File: config.mk
export PLATFORM = sky130hd
export DESIGN_NAME = matrix_mac_engine_flat
export DESIGN_NICKNAME = d
export VERILOG_FILES = /design/src/rtl/matrix_mac_engine_pkg.sv /design/src/rtl/matrix_mac_engine_if.sv /design/src/rtl/matrix_mac_engine_mac_dot4.sv /design/src/rtl/matrix_mac_engine.sv /design/src/flat_wrapper.sv
export SDC_FILE = /design/constraint.sdc
export NUM_CORES = 1
export LEC_CHECK = 0
export BUFFER_PORTS_ARGS = -buffer_cell sky130_fd_sc_hd__buf_4
export CORE_UTILIZATION = 45
export CTS_BUF_LIST = sky130_fd_sc_hd__clkbuf_4
export DETAILED_ROUTE_END_ITERATION = 10
export SLEW_MARGIN = 30
export SYNTH_ARGS = -nofsm -noshare
export SYNTH_HDL_FRONTEND = slang
export SYNTH_SLANG_ARGS = --single-unit
export TNS_END_PERCENT = 30
File: constraint.sdc
create_clock -name clk -period 12.4 [get_ports clk]
set_input_delay 0 -clock clk [delete_from_list [all_inputs] [get_ports clk]]
set_output_delay 0 -clock clk [all_outputs]
set_load 0.02 [all_outputs]
File: src/rtl/matrix_mac_engine_pkg.sv
// Shared constants, coefficient matrix and FSM state type for the matrix MAC engine.
// Y = COEF x X; results are wide enough that the 4-term sum never overflows.
package matrix_mac_engine_pkg;

    localparam int DATA_W = 8;
    localparam int N_ROWS = 4;
    localparam int N_COLS = 8;
    localparam int ACC_W  = 2 * DATA_W + $clog2(N_ROWS);
    localparam int ROW_W  = $clog2(N_ROWS);
    localparam int COL_W  = $clog2(N_COLS);

    typedef logic [N_ROWS-1:0][N_ROWS-1:0][DATA_W-1:0] coef_t;

    // Packed, so each row and each entry are written from index 3 down to 0.
    // Natural order: row0 {3,1,4,1}, row1 {5,9,2,6}, row2 {255,0,7,128}, row3 {2,200,17,1}.
    localparam coef_t COEF = {
        {8'd1,   8'd17, 8'd200, 8'd2},
        {8'd128, 8'd7,  8'd0,   8'd255},
        {8'd6,   8'd2,  8'd9,   8'd5},
        {8'd1,   8'd4,  8'd1,   8'd3}
    };

    typedef enum logic [2:0] {
        IDLE,
        REQ,
        WAIT,
        CALC,
        FIN
    } state_e;

endpackage

File: src/rtl/matrix_mac_engine_if.sv
// Loader-facing and result-facing signals of the matrix MAC engine.
interface matrix_mac_engine_if;
    import matrix_mac_engine_pkg::*;

    logic              start;
    logic [DATA_W-1:0] element1;
    logic [DATA_W-1:0] element2;
    logic [DATA_W-1:0] element3;
    logic [DATA_W-1:0] element4;
    logic              input_ready;
    logic              input_start;
    logic [ACC_W-1:0]  result;
    logic [ROW_W-1:0]  result_row;
    logic [COL_W-1:0]  result_col;
    logic              result_valid;
    logic              busy;
    logic              done;

    // Handshake: start, input_ready, input_start and done are single-cycle strobes with no
    // back-pressure; element1..4 are sampled only when input_ready is high in the WAIT state,
    // and the result fields are meaningful only in cycles where result_valid is high.
    modport master (
        output start, element1, element2, element3, element4, input_ready,
        input  input_start, result, result_row, result_col, result_valid, busy, done
    );

    modport slave (
        input  start, element1, element2, element3, element4, input_ready,
        output input_start, result, result_row, result_col, result_valid, busy, done
    );

endinterface

File: src/rtl/matrix_mac_engine_mac_dot4.sv
// Combinational unsigned dot product of one coefficient row with the latched column.
module mac_dot4
    import matrix_mac_engine_pkg::*;
(
    input  logic [N_ROWS-1:0][DATA_W-1:0] coef,
    input  logic [N_ROWS-1:0][DATA_W-1:0] data,
    output logic [ACC_W-1:0]              dot
);

    logic [2*DATA_W-1:0] prod [N_ROWS];
    logic [ACC_W-1:0]    sum_lo;
    logic [ACC_W-1:0]    sum_hi;

    always_comb begin
        for (int k = 0; k < N_ROWS; k++) begin
            prod[k] = (2*DATA_W)'(coef[k]) * (2*DATA_W)'(data[k]);
        end
        // Zero-extended two-level adder tree.
        sum_lo = ACC_W'(prod[0]) + ACC_W'(prod[1]);
        sum_hi = ACC_W'(prod[2]) + ACC_W'(prod[3]);
        dot    = sum_lo + sum_hi;
    end

endmodule

File: src/rtl/matrix_mac_engine.sv
// Requests the 8 loader columns one at a time and streams Y = COEF x X column-major.
// FSM, counters and all output registers live here; the arithmetic is in mac_dot4.
module matrix_mac_engine
    import matrix_mac_engine_pkg::*;
#(
    parameter coef_t COEFS = COEF
) (
    input  logic               clk,
    input  logic               reset,
    matrix_mac_engine_if.slave bus,
    output state_e             dbg_state
);

    state_e                        state;
    state_e                        state_nxt;
    logic [ROW_W-1:0]              row;
    logic [COL_W-1:0]              col;
    logic [N_ROWS-1:0][DATA_W-1:0] col_reg;
    logic [N_ROWS-1:0][DATA_W-1:0] coef_row;
    logic [ACC_W-1:0]              dot;
    logic                          last_row;
    logic                          last_col;

    logic input_start_nxt;
    logic busy_nxt;
    logic done_nxt;
    logic valid_nxt;

    logic             input_start_q;
    logic             busy_q;
    logic             done_q;
    logic             valid_q;
    logic [ACC_W-1:0] result_q;
    logic [ROW_W-1:0] result_row_q;
    logic [COL_W-1:0] result_col_q;

    assign last_row = (row == ROW_W'(N_ROWS - 1));
    assign last_col = (col == COL_W'(N_COLS - 1));

    mac_dot4 u_dot (
        .coef (coef_row),
        .data (col_reg),
        .dot  (dot)
    );

    always_ff @(posedge clk or posedge reset) begin
        if (reset) begin
            state         <= IDLE;
            row           <= '0;
            col           <= '0;
            col_reg       <= '0;
            input_start_q <= 1'b0;
            busy_q        <= 1'b0;
            done_q        <= 1'b0;
            valid_q       <= 1'b0;
            result_q      <= '0;
            result_row_q  <= '0;
            result_col_q  <= '0;
        end else begin
            state         <= state_nxt;
            input_start_q <= input_start_nxt;
            busy_q        <= busy_nxt;
            done_q        <= done_nxt;
            valid_q       <= valid_nxt;

            if (state == WAIT && bus.input_ready) begin
                col_reg <= {bus.element4, bus.element3, bus.element2, bus.element1};
                row     <= '0;
            end

            if (state == CALC) begin
                result_q     <= dot;
                result_row_q <= row;
                result_col_q <= col;
                row          <= row + ROW_W'(1);
                if (last_row && !last_col) begin
                    col <= col + COL_W'(1);
                end
            end

            if (state == FIN) begin
                col <= '0;
            end
        end
    end

    always_comb begin
        state_nxt = state;
        unique case (state)
            IDLE:    if (bus.start) state_nxt = REQ;
            REQ:     state_nxt = WAIT;
            WAIT:    if (bus.input_ready) state_nxt = CALC;
            CALC:    if (last_row) state_nxt = last_col ? FIN : REQ;
            FIN:     state_nxt = IDLE;
            default: state_nxt = IDLE;
        endcase
    end

    // Next values of the registered outputs; input_start is a pulse on entry to REQ only,
    // since the loader rotates once per high cycle.
    always_comb begin
        input_start_nxt = (state_nxt == REQ) && (state != REQ);
        busy_nxt        = (state_nxt != IDLE);
        done_nxt        = (state_nxt == FIN);
        valid_nxt       = (state == CALC);
        coef_row        = COEFS[row];
    end

    assign bus.input_start  = input_start_q;
    assign bus.busy         = busy_q;
    assign bus.done         = done_q;
    assign bus.result_valid = valid_q;
    assign bus.result       = result_q;
    assign bus.result_row   = result_row_q;
    assign bus.result_col   = result_col_q;
    assign dbg_state        = state;

endmodule

File: src/flat_wrapper.sv
// flat-port wrapper written by rule: the top's interface ports become plain ports
module matrix_mac_engine_flat import matrix_mac_engine_pkg::*;
#(
    parameter coef_t COEFS = COEF
)
  (clk, reset, dbg_state, bus_start, bus_element1, bus_element2, bus_element3, bus_element4, bus_input_ready, bus_input_start, bus_result, bus_result_row, bus_result_col, bus_result_valid, bus_busy, bus_done);
  matrix_mac_engine_if bus_i ();
  input  logic clk;
  input  logic reset;
  output state_e dbg_state;
  input wire logic [$bits(bus_i.start)-1:0] bus_start;
  input wire logic [$bits(bus_i.element1)-1:0] bus_element1;
  input wire logic [$bits(bus_i.element2)-1:0] bus_element2;
  input wire logic [$bits(bus_i.element3)-1:0] bus_element3;
  input wire logic [$bits(bus_i.element4)-1:0] bus_element4;
  input wire logic [$bits(bus_i.input_ready)-1:0] bus_input_ready;
  output wire logic [$bits(bus_i.input_start)-1:0] bus_input_start;
  output wire logic [$bits(bus_i.result)-1:0] bus_result;
  output wire logic [$bits(bus_i.result_row)-1:0] bus_result_row;
  output wire logic [$bits(bus_i.result_col)-1:0] bus_result_col;
  output wire logic [$bits(bus_i.result_valid)-1:0] bus_result_valid;
  output wire logic [$bits(bus_i.busy)-1:0] bus_busy;
  output wire logic [$bits(bus_i.done)-1:0] bus_done;
  assign bus_i.start = bus_start;
  assign bus_i.element1 = bus_element1;
  assign bus_i.element2 = bus_element2;
  assign bus_i.element3 = bus_element3;
  assign bus_i.element4 = bus_element4;
  assign bus_i.input_ready = bus_input_ready;
  assign bus_input_start = bus_i.input_start;
  assign bus_result = bus_i.result;
  assign bus_result_row = bus_i.result_row;
  assign bus_result_col = bus_i.result_col;
  assign bus_result_valid = bus_i.result_valid;
  assign bus_busy = bus_i.busy;
  assign bus_done = bus_i.done;
  matrix_mac_engine #(.COEFS(COEFS)) u_core (.clk(clk), .reset(reset), .bus(bus_i), .dbg_state(dbg_state));
endmodule
After elaboration in Yosys (flattened, before gate mapping)
Cells that the tools add are included.
{ "totals": {"reg_bits": 67, "latch_bits": 0, "ram_bits": 0, "rom_bits": 0, "inputBits": 36, "out_inout_bits": 30, "elab_cells": 55, "mem_count": 0} }
{ "op_classes": {"add_sub_neg": 5, "mul": 4, "div_mod_pow": 0, "order_cmp": 1, "n_eq_ne": 9, "n_shift": 0, "n_mux": 12, "n_bitwise": 0, "n_reduce_logical": 10} }
{ "ops": {"columns": ["operator", "n"], "rows": [
  ["32-bit binary-select mux with 2-bit select", 1],
  ["8-bit by 8-bit multiplier with 16-bit output", 4],
  ["16-bit by 16-bit adder with 17-bit output", 2],
  ["32-bit two-way mux", 1],
  ["3-bit two-way mux", 7],
  ["17-bit by 17-bit adder with 18-bit output", 1],
  ["3-bit case mux with 4 select lines", 1],
  ["3-bit equality test (second input constant)", 3],
  ["3-bit by 1-bit equality test with 1-bit output (second input constant)", 2],
  ["3-bit by 2-bit equality test with 1-bit output (second input constant)", 2],
  ["2-bit nonzero test", 3],
  ["2-bit two-way mux", 2],
  ["3-bit by 1-bit adder with 3-bit output (second input constant)", 1],
  ["1-bit logical AND", 3],
  ["3-bit zero test", 1],
  ["2-bit by 3-bit < comparator with 1-bit output (second input constant)", 1],
  ["3-bit by 1-bit inequality test with 1-bit output (second input constant)", 1],
  ["3-bit nonzero test", 1],
  ["2-bit by 1-bit adder with 2-bit output (second input constant)", 1],
  ["2-bit equality test (second input constant)", 1],
  ["2-bit AND reduction", 1],
  ["1-bit zero test", 1]
]} }

Logic depth before layout (Yosys ltp)
Gate-level depths: netlist of the first run.
{ "logic_depth": {"word_depth": 6, "ltp_mapped": 28, "depth_no_buf": 27} }

By module
A second synthesis of the first run with hierarchy kept.
{ "hier_totals": {"hier_cells": 1208, "hier_area_um2": 11954.0} }
{ "modules_own_cells": {"columns": ["module", "n_inst", "cells_per_inst", "area_each_um2", "seq_area_each_um2"], "rows": [
  ["mac_dot4", 1, 984, 9130.0, 0.0],
  ["matrix_mac_engine", 1, 224, 2824.0, 1676.6]
]} }

Worst setup path before layout of the first run
OpenSTA, ideal clock, no wires.
{ "synth_timing": {"path_kind": "reg-to-reg", "start": "register u_core.row[1]", "end": "register u_core.result_q[17], in the netlist u_core.bus.result[17]", "setup_time_ns": 0.132, "arrival_time_ns": 6.719, "required_ns": 12.268, "path_slack_ns": 5.548, "stages_incl_launch_ff": 25, "path_buffers": 2, "period_less_slack_ns": 6.852, "cell_sequence": "dfrtp_1 ha_1 clkbuf_1 clkbuf_1 nand2_1 inv_1 fa_1 inv_1 fa_1 fa_1 inv_1 fa_1 inv_1 fa_1 fa_1 fa_1 fa_1 inv_1 ha_1 o21a_1 o31a_1 o311a_4 o31ai_4 xnor2_1 o21ai_1"} }
{ "synth_via": {"elab_chain_len": 5, "elab_cells_between_ends": 9, "classes_between": "add/sub (3); mul (4); mux (2)"} }
{ "synth_lines": {"columns": ["element", "line", "source"], "rows": [
  ["start, declared", "matrix_mac_engine.sv:16", "logic [ROW_W-1:0] row;"],
  ["start signal, assigned", "matrix_mac_engine.sv:75", "row <= row + ROW_W'(1);"],
  ["32-bit binary-select mux with 2-bit select *", "matrix_mac_engine.sv:106", "coef_row = COEFS[row];"],
  ["32-bit two-way mux (implied by the code) *", "matrix_mac_engine.sv:106", null],
  ["8-bit by 8-bit multiplier with 16-bit output", "matrix_mac_engine_mac_dot4.sv:16", "prod[k] = (2*DATA_W)'(coef[k]) * (2*DATA_W)'(data[k]);"],
  ["16-bit by 16-bit adder with 17-bit output (on tied branches)", "matrix_mac_engine_mac_dot4.sv:19, matrix_mac_engine_mac_dot4.sv:20", null],
  ["17-bit by 17-bit adder with 18-bit output *", "matrix_mac_engine_mac_dot4.sv:21", "dot = sum_lo + sum_hi;"],
  ["end signal, assigned", "matrix_mac_engine.sv:72", "result_q <= dot;"],
  ["end, declared", "matrix_mac_engine.sv:33", "logic [ACC_W-1:0] result_q;"]
]} }
Every way passes the cells marked *; elsewhere a longest branch is shown, timed or not. The select of a mux whose other input is x is not followed.
A chain may end at the register's enable or synchronous reset.

Worst setup path in the final report of the first run
{ "layout_timing": {"start": "register u_core.row[1]", "end": "register u_core.result_q[16], in the netlist u_core.bus.result[16]"} }
Same word-level chain as after synthesis.

==> impl_results.md, run 1 <==
* DP Worst Slack at 4.65 ns
* #FFs+latches synth at between 60 and 70
* Final Hold Viols at 0
* Post-synth EDFFs at 0
* Share of post-route cells with drive strength above 1 at a little over an eighth
* Ys flop type: dfrtp_1
* CP most frequent cell: fa_1
* Worst r2r src: u_core.row[1]
* Via/cell ratio at 4.75
* Final setup violation count at 0
* Status: complete, no violations
* Crit path max fanout at 20
* Gr usage total at 19.9%
* Max Fclk at 0.128 GHz
* CP cell instances: ha_1 -> and2_1 -> inv_1 -> fa_1 -> fa_1 -> inv_1 -> fa_1 -> inv_1 -> fa_1 -> inv_1 -> fa_1 -> fa_1 -> fa_1 -> inv_1 -> fa_1 -> inv_1 -> ha_1 -> a211oi_1 -> o21ai_0 -> a41o_1 -> a31oi_1 -> xor2_1 -> o21ai_0
* DR DRC count at 0
* Final WL at 18200 um
* Area Growth Syn to Fin at 14.4%
* I/O pin cnt at 66
* Die W at roughly 140 um
* Max Buffers Root-to-Sink at 2
* Cell Area, Synth at 0.00883 mm2
* Die Ht at around 140 um
* Post-synthesis async set-or-reset flop share at 100%
* Largest net degree at the start of global routing at 68
* WP data arrival at 8.15 ns
* Initial antenna violation count at 1
* Starting Density at 46.6%
* Final Cell Area at just over 0.01 mm2
* Gpl congestion at 0.835
* Vias in the first global route at 6020
* Longest individual stage delay on the worst path at 0.77 ns
* Max Cap Viol at 0
* Syn_nets at 1159
* Max reg flops at 35
* Row count at 50
* Mean Syn Cell Area at 10.4 um2
* Hold Crit Class: input port to async pin
* Final Critical Period at 7.82 ns
* GRT Residual Overflow at 0
* Core Area at 0.0190 mm2
* Post-DP HPWL at 14700 um
* Clk slew on worst S/H paths at 0.14 ns
* Post_cts resized at 0
* Worst slew pin tran at 0.895 ns
* Skew final at 0.0257 ns
* Worst EP required at between 10 and 15 ns
* Post-synthesis cell type count at 47
* Relative slew margins at 40.3%
* Max-slew violations at 0
* Clk_lat worst skew at 0.47 ns
* Antenna Nets Post-Route at 0
* Via count at 5772
* Crit Path Category: flip-flop to flip-flop
* Register area share after synthesis at a little under a fifth
* Critical Path Sink Type: flip-flop
* Clock sinks at 67
* First-pass GRT wire length at between 30000 and 40000 um
* TritonCTS buffer count at 9
* Type of element launching the critical path: flip-flop
* Initial DRT Pass Iterations at 4
* Fin util at between 50% and 60%
* CTS tree: done
* Fin nets at 1258
* Reg2Reg Setup Slack at 4.58 ns
* DR WL/cell at 15.0 um
* IO buf count at 65
* Initial DRC count at 192
* Die area at 0.0202 mm2
* Yosys warns at 0
* Post-Synthesis Cells at 850
* Clk root buf: clkbuf_4
* DP Area at approximately 0.0096 mm2
* Critical path's slowest cell: dfrtp_1
* RR Endpoint: u_core.bus.result[16]
* RSZ-0062 raised after global routing: false
* Worst Setup Slack, final at between 4 and 5 ns
* Fin crit share at 63.0%
* Setup TNS at 0 ns
* R2R depth at 23
* H-tree Lvls at 3
## worst max path at each step
stage | slack (ns) | depth (start not counted) | endpoint | startpoint
global placement | 4.79 | 23 | u_core.bus.result[16] | u_core.row[1]
detailed placement | 4.65 | 23 | u_core.bus.result[16] | u_core.row[1]
floorplan | 5.55 | 24 | u_core.bus.result[17] | u_core.row[1]
CTS | 4.64 | 23 | u_core.bus.result[16] | u_core.row[1]
global route | 4.16 | 23 | u_core.bus.result[16] | u_core.row[1]
finish | 4.58 | 23 | u_core.bus.result[16] | u_core.row[1]
## worst max-delay path, delay by kind of cell (launching register included)
| family | cells | cell delay, ns |
|---|---|---|
| buf+inv | 6 | 0.39 |
| flops | 1 | 0.77 |
| fa+ha+maj | 10 | 4.97 |
| simple gates | 1 | 0.29 |
| xor+xnor | 1 | 0.15 |
| compound gates | 5 | 1.11 |
## area by class of cell
cell class	count	area [um2]
Sequential cell	67	1680
Multi-Input combinational cell	556	6300
Timing Repair Buffer	103	865
Clock buffer	9	67.6
Fill cell	1759	8850
Antenna cell	1	2.50
Inverter	212	796
Clock inverter	7	76.3
Tap cell	260	325
## metal layers
| layer | routed length [um] | track usage (%) |
|---|---|---|
| met1 | 8310 | 26.0 |
| met2 | 9230 | 34.6 |
| met3 | 394 | 2.76 |
| met4 | 295 | 5.26 |
| met5 | 0 | 0 |
## cell usage after synthesis (2+ instances only)
cell type	count	area, um2
a211oi_1	5	37.5
a21o_1	4	30.0
a21oi_1	8	40.0
and2_1	58	363
and3_1	2	12.5
buf_2	4	20.0
clkbuf_1	10	37.5
dfrtp_1	67	1680
fa_1	125	2500
ha_1	148	1850
inv_1	211	792
mux2_2	40	450
mux2i_1	3	30.0
nand2_1	36	135
nand2b_1	7	43.8
nand3_1	2	10.0
nor2_1	9	33.8
nor2b_1	37	231
nor3_1	2	10.0
nor3b_1	3	22.5
o21a_1	4	30.0
o21ai_0	24	120
o21ai_1	3	15.0
o31a_1	2	17.5
xnor2_1	6	52.6
xor2_1	9	78.8
## cell usage in the layout, fill, tap and decap left out, types with 2 or more instances in the layout
cell / instances
inv_1: 210
ha_1: 148
fa_1: 125
buf_4: 67
dfrtp_1: 67
and2_1: 58
mux2_2: 40
nor2b_1: 37
nand2_1: 36
dlygate4sd3_1: 35
o21ai_0: 24
nor2_1: 9
xor2_1: 9
clkbuf_4: 9
a21oi_1: 8
nand2b_1: 7
xnor2_1: 6
a211oi_1: 5
o21a_1: 4
a21o_1: 4
mux2i_1: 3
o21ai_1: 3
nor3b_1: 3
inv_2: 2
nand3_1: 2
nor3_1: 2
o31a_1: 2
and3_1: 2
clkinv_4: 2
clkinvlp_4: 2
## cells by family after synthesis
| kind of cell | Yosys count | synth area share, % |
|---|---|---|
| fa+ha+maj | 273 | 49.3 |
| buf+inv | 227 | 9.70 |
| simple gates | 161 | 10.2 |
| flops | 67 | 19.0 |
| compound gates | 63 | 4.82 |
| mux | 43 | 5.44 |
| xor+xnor | 15 | 1.49 |
| other cells | 1 | 0.0425 |
## metrics by stage
stage	hold WS [ns]	instances
global route	0.261	1215
CTS	0.248	1214
floorplan	0.152	850
finish	0.247	1215
global placement	0.233	1163
detailed placement	0.236	1163
## repair_timing
| action | 4_1_cts | 5_1_grt |
|---|---|---|
| hold endpoints to repair | 104 | 0 |
| setup buffers | 0 | 0 |
| hold buffers | 35 | 0 |
Power of run 1 is not shown: default switching activity piles up to over one toggle a cycle in this logic, so the estimate is an artifact.
==> inputs of run 2 (changes only) <==
--- a/config.mk
+++ b/config.mk
@@ -5,6 +5,7 @@
 export SDC_FILE = /design/constraint.sdc
 export NUM_CORES = 1
 export LEC_CHECK = 0
+export ABC_AREA = 1
 export BUFFER_PORTS_ARGS = -buffer_cell sky130_fd_sc_hd__buf_4
 export CORE_UTILIZATION = 45
 export CTS_BUF_LIST = sky130_fd_sc_hd__clkbuf_4
==> constraint.sdc (replaced) <==
create_clock -name clk -period 7.25 [get_ports clk]
set_input_delay 0 -clock clk [delete_from_list [all_inputs] [get_ports clk]]
set_output_delay 0 -clock clk [all_outputs]
set_load 0.02 [all_outputs]
==> impl_results.md, run 2 <==
* Status: complete, no violations
* Register area share after synthesis at 18.3%
* Die W at 145 um
* #FFs+latches synth at 67
* Synth area leader: fa_1
* Vias in the first global route at 6802
* Max Buffers Root-to-Sink at 2
* Skew final at 0.0207 ns
* Most frequent cells in the layout: 344 x inv_1, 237 x nand2_1, 148 x ha_1
* Postcts setup bufs at 0
* TritonCTS buffer count at 9
* RSZ-0062 raised after global routing: false
* Final Non-Filler Cells at 1477
* Mean Syn Cell Area at 8.24 um2
* WP data arrival at 7.08 ns
* DR WL/cell at 13.4 um
* Initial DRC count at 289
* Post-Synthesis Cells at ~1.1k
* Clk slew on worst S/H paths at approximately 0.15 ns
* CP cell instances: inv_1 -> ha_1 -> nand2_1 -> inv_1 -> fa_1 -> inv_1 -> fa_1 -> fa_1 -> inv_1 -> fa_1 -> inv_1 -> fa_1 -> fa_1 -> fa_1 -> fa_1 -> inv_1 -> ha_1 -> nand2_1 -> nand2_1 -> nand2_1 -> nand3_1 -> or2_2 -> nand3_1 -> nand2_1
* Worst r2r src: u_core.row[1]
* CTS tree: done
* Syn_nets at 1419
* Initial antenna violation count at 1
* Max Fclk at between 0.1 and 0.15 GHz
* Post-DP HPWL at 16700 um
* Max-slew violations at 0
* Post-synthesis cell type count at 32
* I/O pin cnt at 66
* Met3 WL at 557 um
* Starting Density at 46.4%
* Area Growth Syn to Fin at 13.7%
* Relative slew margins at between 50% and 60%
* Die Ht at 145 um
* Gpl congestion at 0.879
* H-tree Lvls at 3
* Final WL at 19800 um
* Worst EP required at 7.63 ns
* Critical Path Sink Type: flip-flop
* Final Hold Viols at 0
* Met1 wire length at 9610 um
* Via/cell ratio at 4.57
* Clk root buf: clkbuf_4
* Row count at 51
* DP Area at 0.00991 mm2
* Top layer in use: met4
* Synth top area share at 27.3%
* Hold Crit Class: input port to flip-flop
* Critical path buffer and inverter count at 6
* Largest cells by area after synthesis: fa_1 27%, ha_1 20%, dfrtp_1 18%, inv_1 14%, nand2_1 9.7%
* Fin crit share at 92.4%
* Critical path's slowest cell: ha_1
* Min Hold Slack at a little under 0.07 ns
* HP Start: bus_input_ready
* CP most frequent cell: fa_1
* Gr usage total at about a fifth
* Fin nets at 1515
* Dpl cells at about 1.4k
* Setup TNS at 0 ns
* Most common cell after layout, fill and taps aside: inv_1
* Initial DRT Pass Iterations at 7
* Commonest cells post-synth: 345 x inv_1, 237 x nand2_1, 148 x ha_1
* Max Cap Viol at 0
* Type of element launching the critical path: flip-flop
* Via count at ~6.7k
* Most frequent cell after synthesis: inv_1
* GRT Residual Overflow at 0
* Cell Area, Synth at between 0.009 and 0.01 mm2
* Yosys warns at 0
* Clk_lat worst skew at 0.47 ns
* Final Cell Area at 0.0104 mm2
* Worst slew pin tran at 0.679 ns
* Critical Path Start: u_core.row[1]
* Post-synthesis async set-or-reset flop share at 100%
* Final setup violation count at 0
* Core Area at 0.0197 mm2
* Max reg flops at 35
* Crit path max fanout at 16
* CP delay by family, top: adder cells
* Post_cts resized at 0
* Clock sinks at 67
* Antenna Nets Post-Route at 0
* Largest net degree at the start of global routing at 68
* IO buf count at 65
* Post-synth EDFFs at 0
* Share of post-route cells with drive strength above 1 at 8.34%
* Die area at ~0.021 mm2
* First-pass GRT wire length at around 33000 um
* DR DRC count at 0
* Metal2 WL at between 9000 and 10000 um
* Final Critical Period at 6.70 ns
* Longest individual stage delay on the worst path at 0.69 ns
* Ys flop type: dfrtp_1
* Crit Path Category: flip-flop to flip-flop
-- run 2: cell types whose count changed after synthesis, sizes merged, moves of 21 or more --
cell   previous run  this run
and2             58         1
inv             212       347
mux2             40         0
nand2            36       238
nor2              9        61
nor2b            38         0
o21ai            27        48
-- run 2: final cells by class --
| type | instances | area [um2] |
|---|---|---|
| clock inverter | 6 | 71.3 |
| clock buffer | 10 | 75.1 |
| antenna | 1 | 2.50 |
| sequential | 67 | 1680 |
| multi-input combinational | 673 | 6040 |
| tap | 265 | 332 |
| fill | 1890 | 9320 |
| timing repair buffer | 108 | 900 |
| inverter | 347 | 1310 |
-- run 2: logic make-up (layout without fill, tap and decap cells) --
kind of cell	count (synthesis)	after routing	share of synthesized area (%)
other cells	1	2	0.0410
compound gates	61	61	3.47
simple gates	332	332	14.3
flops	67	67	18.3
xor+xnor	6	6	0.574
buf+inv	370	471	15.7
fa+ha+maj	273	273	47.6
-- run 2: worst paths after layout --
kind | depth (start not counted) | slack [ns] | to
worst max-delay path | 24 | 0.55 | u_core.bus.result[9]
worst min-delay path | 4 | 0.07 | u_core.col_reg[8]
worst max register to register | 24 | 0.55 | u_core.bus.result[9]
worst min register to register | 2 | 0.50 | u_core.bus.result[14]
max in group asynchronous | 4 | 6.53 | u_core.col_reg[14]
min in group asynchronous | 4 | 0.24 | u_core.bus.result_col[1]
-- run 2: worst min-delay path, stage by stage --
cell and delay (ns):
buf_4 0.11, nand3_2 0.24, nand2_1 0.09, nand2_1 0.06
-- run 2: metrics by stage --
step                      worst slack [ns]  utilization [%]
after global routing                 0.194             52.8
after detailed placement             0.560             50.3
after global placement               0.675             50.3
after CTS                            0.559             52.7
final                                0.550             52.8
after floorplan                      0.516                -
-- run 2: routing by layer --
layer  vias up  global-route usage [%]
met2        89                    35.0
met5         -                       0
li1       3391                       -
met1      3248                    29.7
met4         0                    5.21
met3        16                    2.55
-- run 2: what timing repair did --
| action | CTS | global route |
|---|---|---|
| endpoints found under the hold margin | 101 | 0 |
| hold buffers | 34 | 0 |
| setup endpoints to repair | 0 | 0 |
Power of run 2 is left out for the same reason.
==> inputs of run 3 (changes only) <==
--- a/config.mk
+++ b/config.mk
@@ -10,6 +10,7 @@
 export CORE_UTILIZATION = 45
 export CTS_BUF_LIST = sky130_fd_sc_hd__clkbuf_4
 export DETAILED_ROUTE_END_ITERATION = 10
+export RECOVER_POWER = 25
 export SLEW_MARGIN = 30
 export SYNTH_ARGS = -nofsm -noshare
 export SYNTH_HDL_FRONTEND = slang
==> impl_results.md, run 3 (synthesis results as in run 2) <==
* Worst EP required at 7.63 ns
* Initial DRT Pass Iterations at 5
* Fin nets at 1515
* Status: finished, violations left
* GRT Residual Overflow at 0
* Critical Path Sink Type: flip-flop
* Max-slew violations at 68
* TritonCTS buffer count at 9
* Die W at 145 um
* Fill cells at around 1.9k
* DR DRC count at 0
* Via/cell ratio at roughly 4.6
* Failing checks: capacitance limit, slew limit
* Final setup violation count at 0
* RSZ-0062 raised after global routing: false
* Antenna Nets Post-Route at 0
* WP data arrival at 7.09 ns
* Fin crit share at 92.5%
* I/O pin cnt at 66
* Clk slew on worst S/H paths at 0.15 ns
* Type of element launching the critical path: flip-flop
* RR Endpoint: u_core.bus.result[9]
* Starting Density at 46.4%
* Relative slew margins at -163%
* Most common cell after layout, fill and taps aside: inv_1
* First-pass GRT wire length at between 30000 and 40000 um
* Post_cts resized at 0
* CP cell instances: inv_1 -> ha_1 -> nand2_1 -> inv_1 -> fa_1 -> inv_1 -> fa_1 -> fa_1 -> inv_1 -> fa_1 -> inv_1 -> fa_1 -> fa_1 -> fa_1 -> fa_1 -> inv_1 -> ha_1 -> nand2_1 -> nand2_1 -> nand2_1 -> nand3_1 -> or2_2 -> nand3_1 -> nand2_1
* Via count at approximately 6.7k
* CTS tree: done
* Gpl congestion at just under 0.9
* CP delay by family, top: adder cells
* Max Cap Viol at 1
* Largest net degree at the start of global routing at 68
* Hold Crit Class: input port to flip-flop
* Setup TNS at 0 ns
* Final Hold Viols at 0
* Critical path's slowest cell: ha_1
* Die area at 0.0209 mm2
* Core Area at between 0.015 and 0.02 mm2
* Share of post-route cells with drive strength above 1 at 8.18%
* Post-DP HPWL at 16700 um
* DP Area at 0.00991 mm2
* Worst r2r src: u_core.row[1]
* H-tree Lvls at 3
* Final Critical Period at 6.71 ns
* Clk_lat worst skew at ~0.47 ns
* Final WL at 19800 um
* Max Fclk at 0.149 GHz
* Initial antenna violation count at 1
* Area Growth Syn to Fin at 13.6%
* Critical path buffer and inverter count at 6
* Crit path max fanout at 16
* Clk root buf: clkbuf_4
* R2R depth at 24
* Crit Path Category: flip-flop to flip-flop
* Final Cell Area at 0.0104 mm2
* Gr usage total at 21.3%
* DR WL/cell at 13.4 um
* Clock sinks at 67
* Die Ht at 145 um
* Vias in the first global route at 6802
* Hold Path Cell Cnt at 4
* Max Buffers Root-to-Sink at 2
* Worst slew pin tran at 3.94 ns
* Fin util at approximately 53%
* HP Start: bus_input_ready
* Min Hold Slack at 0.0702 ns
* Row count at 51
* Skew final at ~0.022 ns
* Reg2Reg Setup Slack at 0.54 ns
* Longest individual stage delay on the worst path at 0.69 ns
* CP most frequent cell: fa_1
* Hold path endpoint: u_core.col_reg[8]
* Initial DRC count at 287
* IO buf count at 65
* Max reg flops at 35
* Most frequent cells in the layout: 345 x inv_1, 237 x nand2_1, 148 x ha_1
==> run 3: cell count changes in the layout (fill, tap and decap cells not counted), sizes merged <==
cell	change
buf	-2
clkbuf	+2
==> run 3: worst max-delay path by stage <==
stage	slack [ns]	cells after the start	endpoint	startpoint
2_1_floorplan	0.52	27	u_core.bus.result[9]	u_core.row[0]
3_3_place_gp	0.67	24	u_core.bus.result[9]	u_core.row[1]
3_5_place_dp	0.56	24	u_core.bus.result[9]	u_core.row[1]
4_1_cts	0.56	24	u_core.bus.result[9]	u_core.row[1]
5_1_grt	0.19	24	u_core.bus.result[9]	u_core.row[1]
6_report	0.54	24	u_core.bus.result[9]	u_core.row[1]
==> run 3: area by class of cell <==
type                    instances  area (um2)  area share (%)
clock buffers                  10        75.1           0.722
well taps                     265         332            3.19
clock inverters                 6        71.3           0.686
inverters                     347        1310            12.6
multi-input cells             673        6040            58.1
flip-flops and latches         67        1680            16.1
diodes                          1        2.50          0.0241
repair buffers                108         892            8.58
==> run 3: metrics by stage <==
| stage | std cells | worst slack [ns] |
|---|---|---|
| CTS | 1476 | 0.559 |
| floorplan | 1110 | 0.516 |
| finish | 1477 | 0.541 |
| global route | 1477 | 0.194 |
| global placement | 1426 | 0.675 |
| detailed placement | 1426 | 0.560 |
==> run 3: per-layer routing <==
| layer | vias up | wire (um) | global-route usage (%) |
|---|---|---|---|
| li1 | 3391 | - | - |
| met1 | 3241 | 9590 | 29.7 |
| met2 | 90 | 9450 | 35.0 |
| met3 | 16 | 560 | 2.55 |
| met4 | 0 | 246 | 5.21 |
| met5 | - | 0 | 0 |
==> run 3: worst min-delay path: cells and delay by family <==
kind	cells	cell delay [ns]
buf+inv	1	0.11
simple gates	3	0.39
==> run 3: repair_timing <==
item                                   in CTS  in global routing
endpoints found under the hold margin     101                  0
setup buffers                               0                  0
hold buffers                               34                  0
Power of run 3 is left out for the same reason.
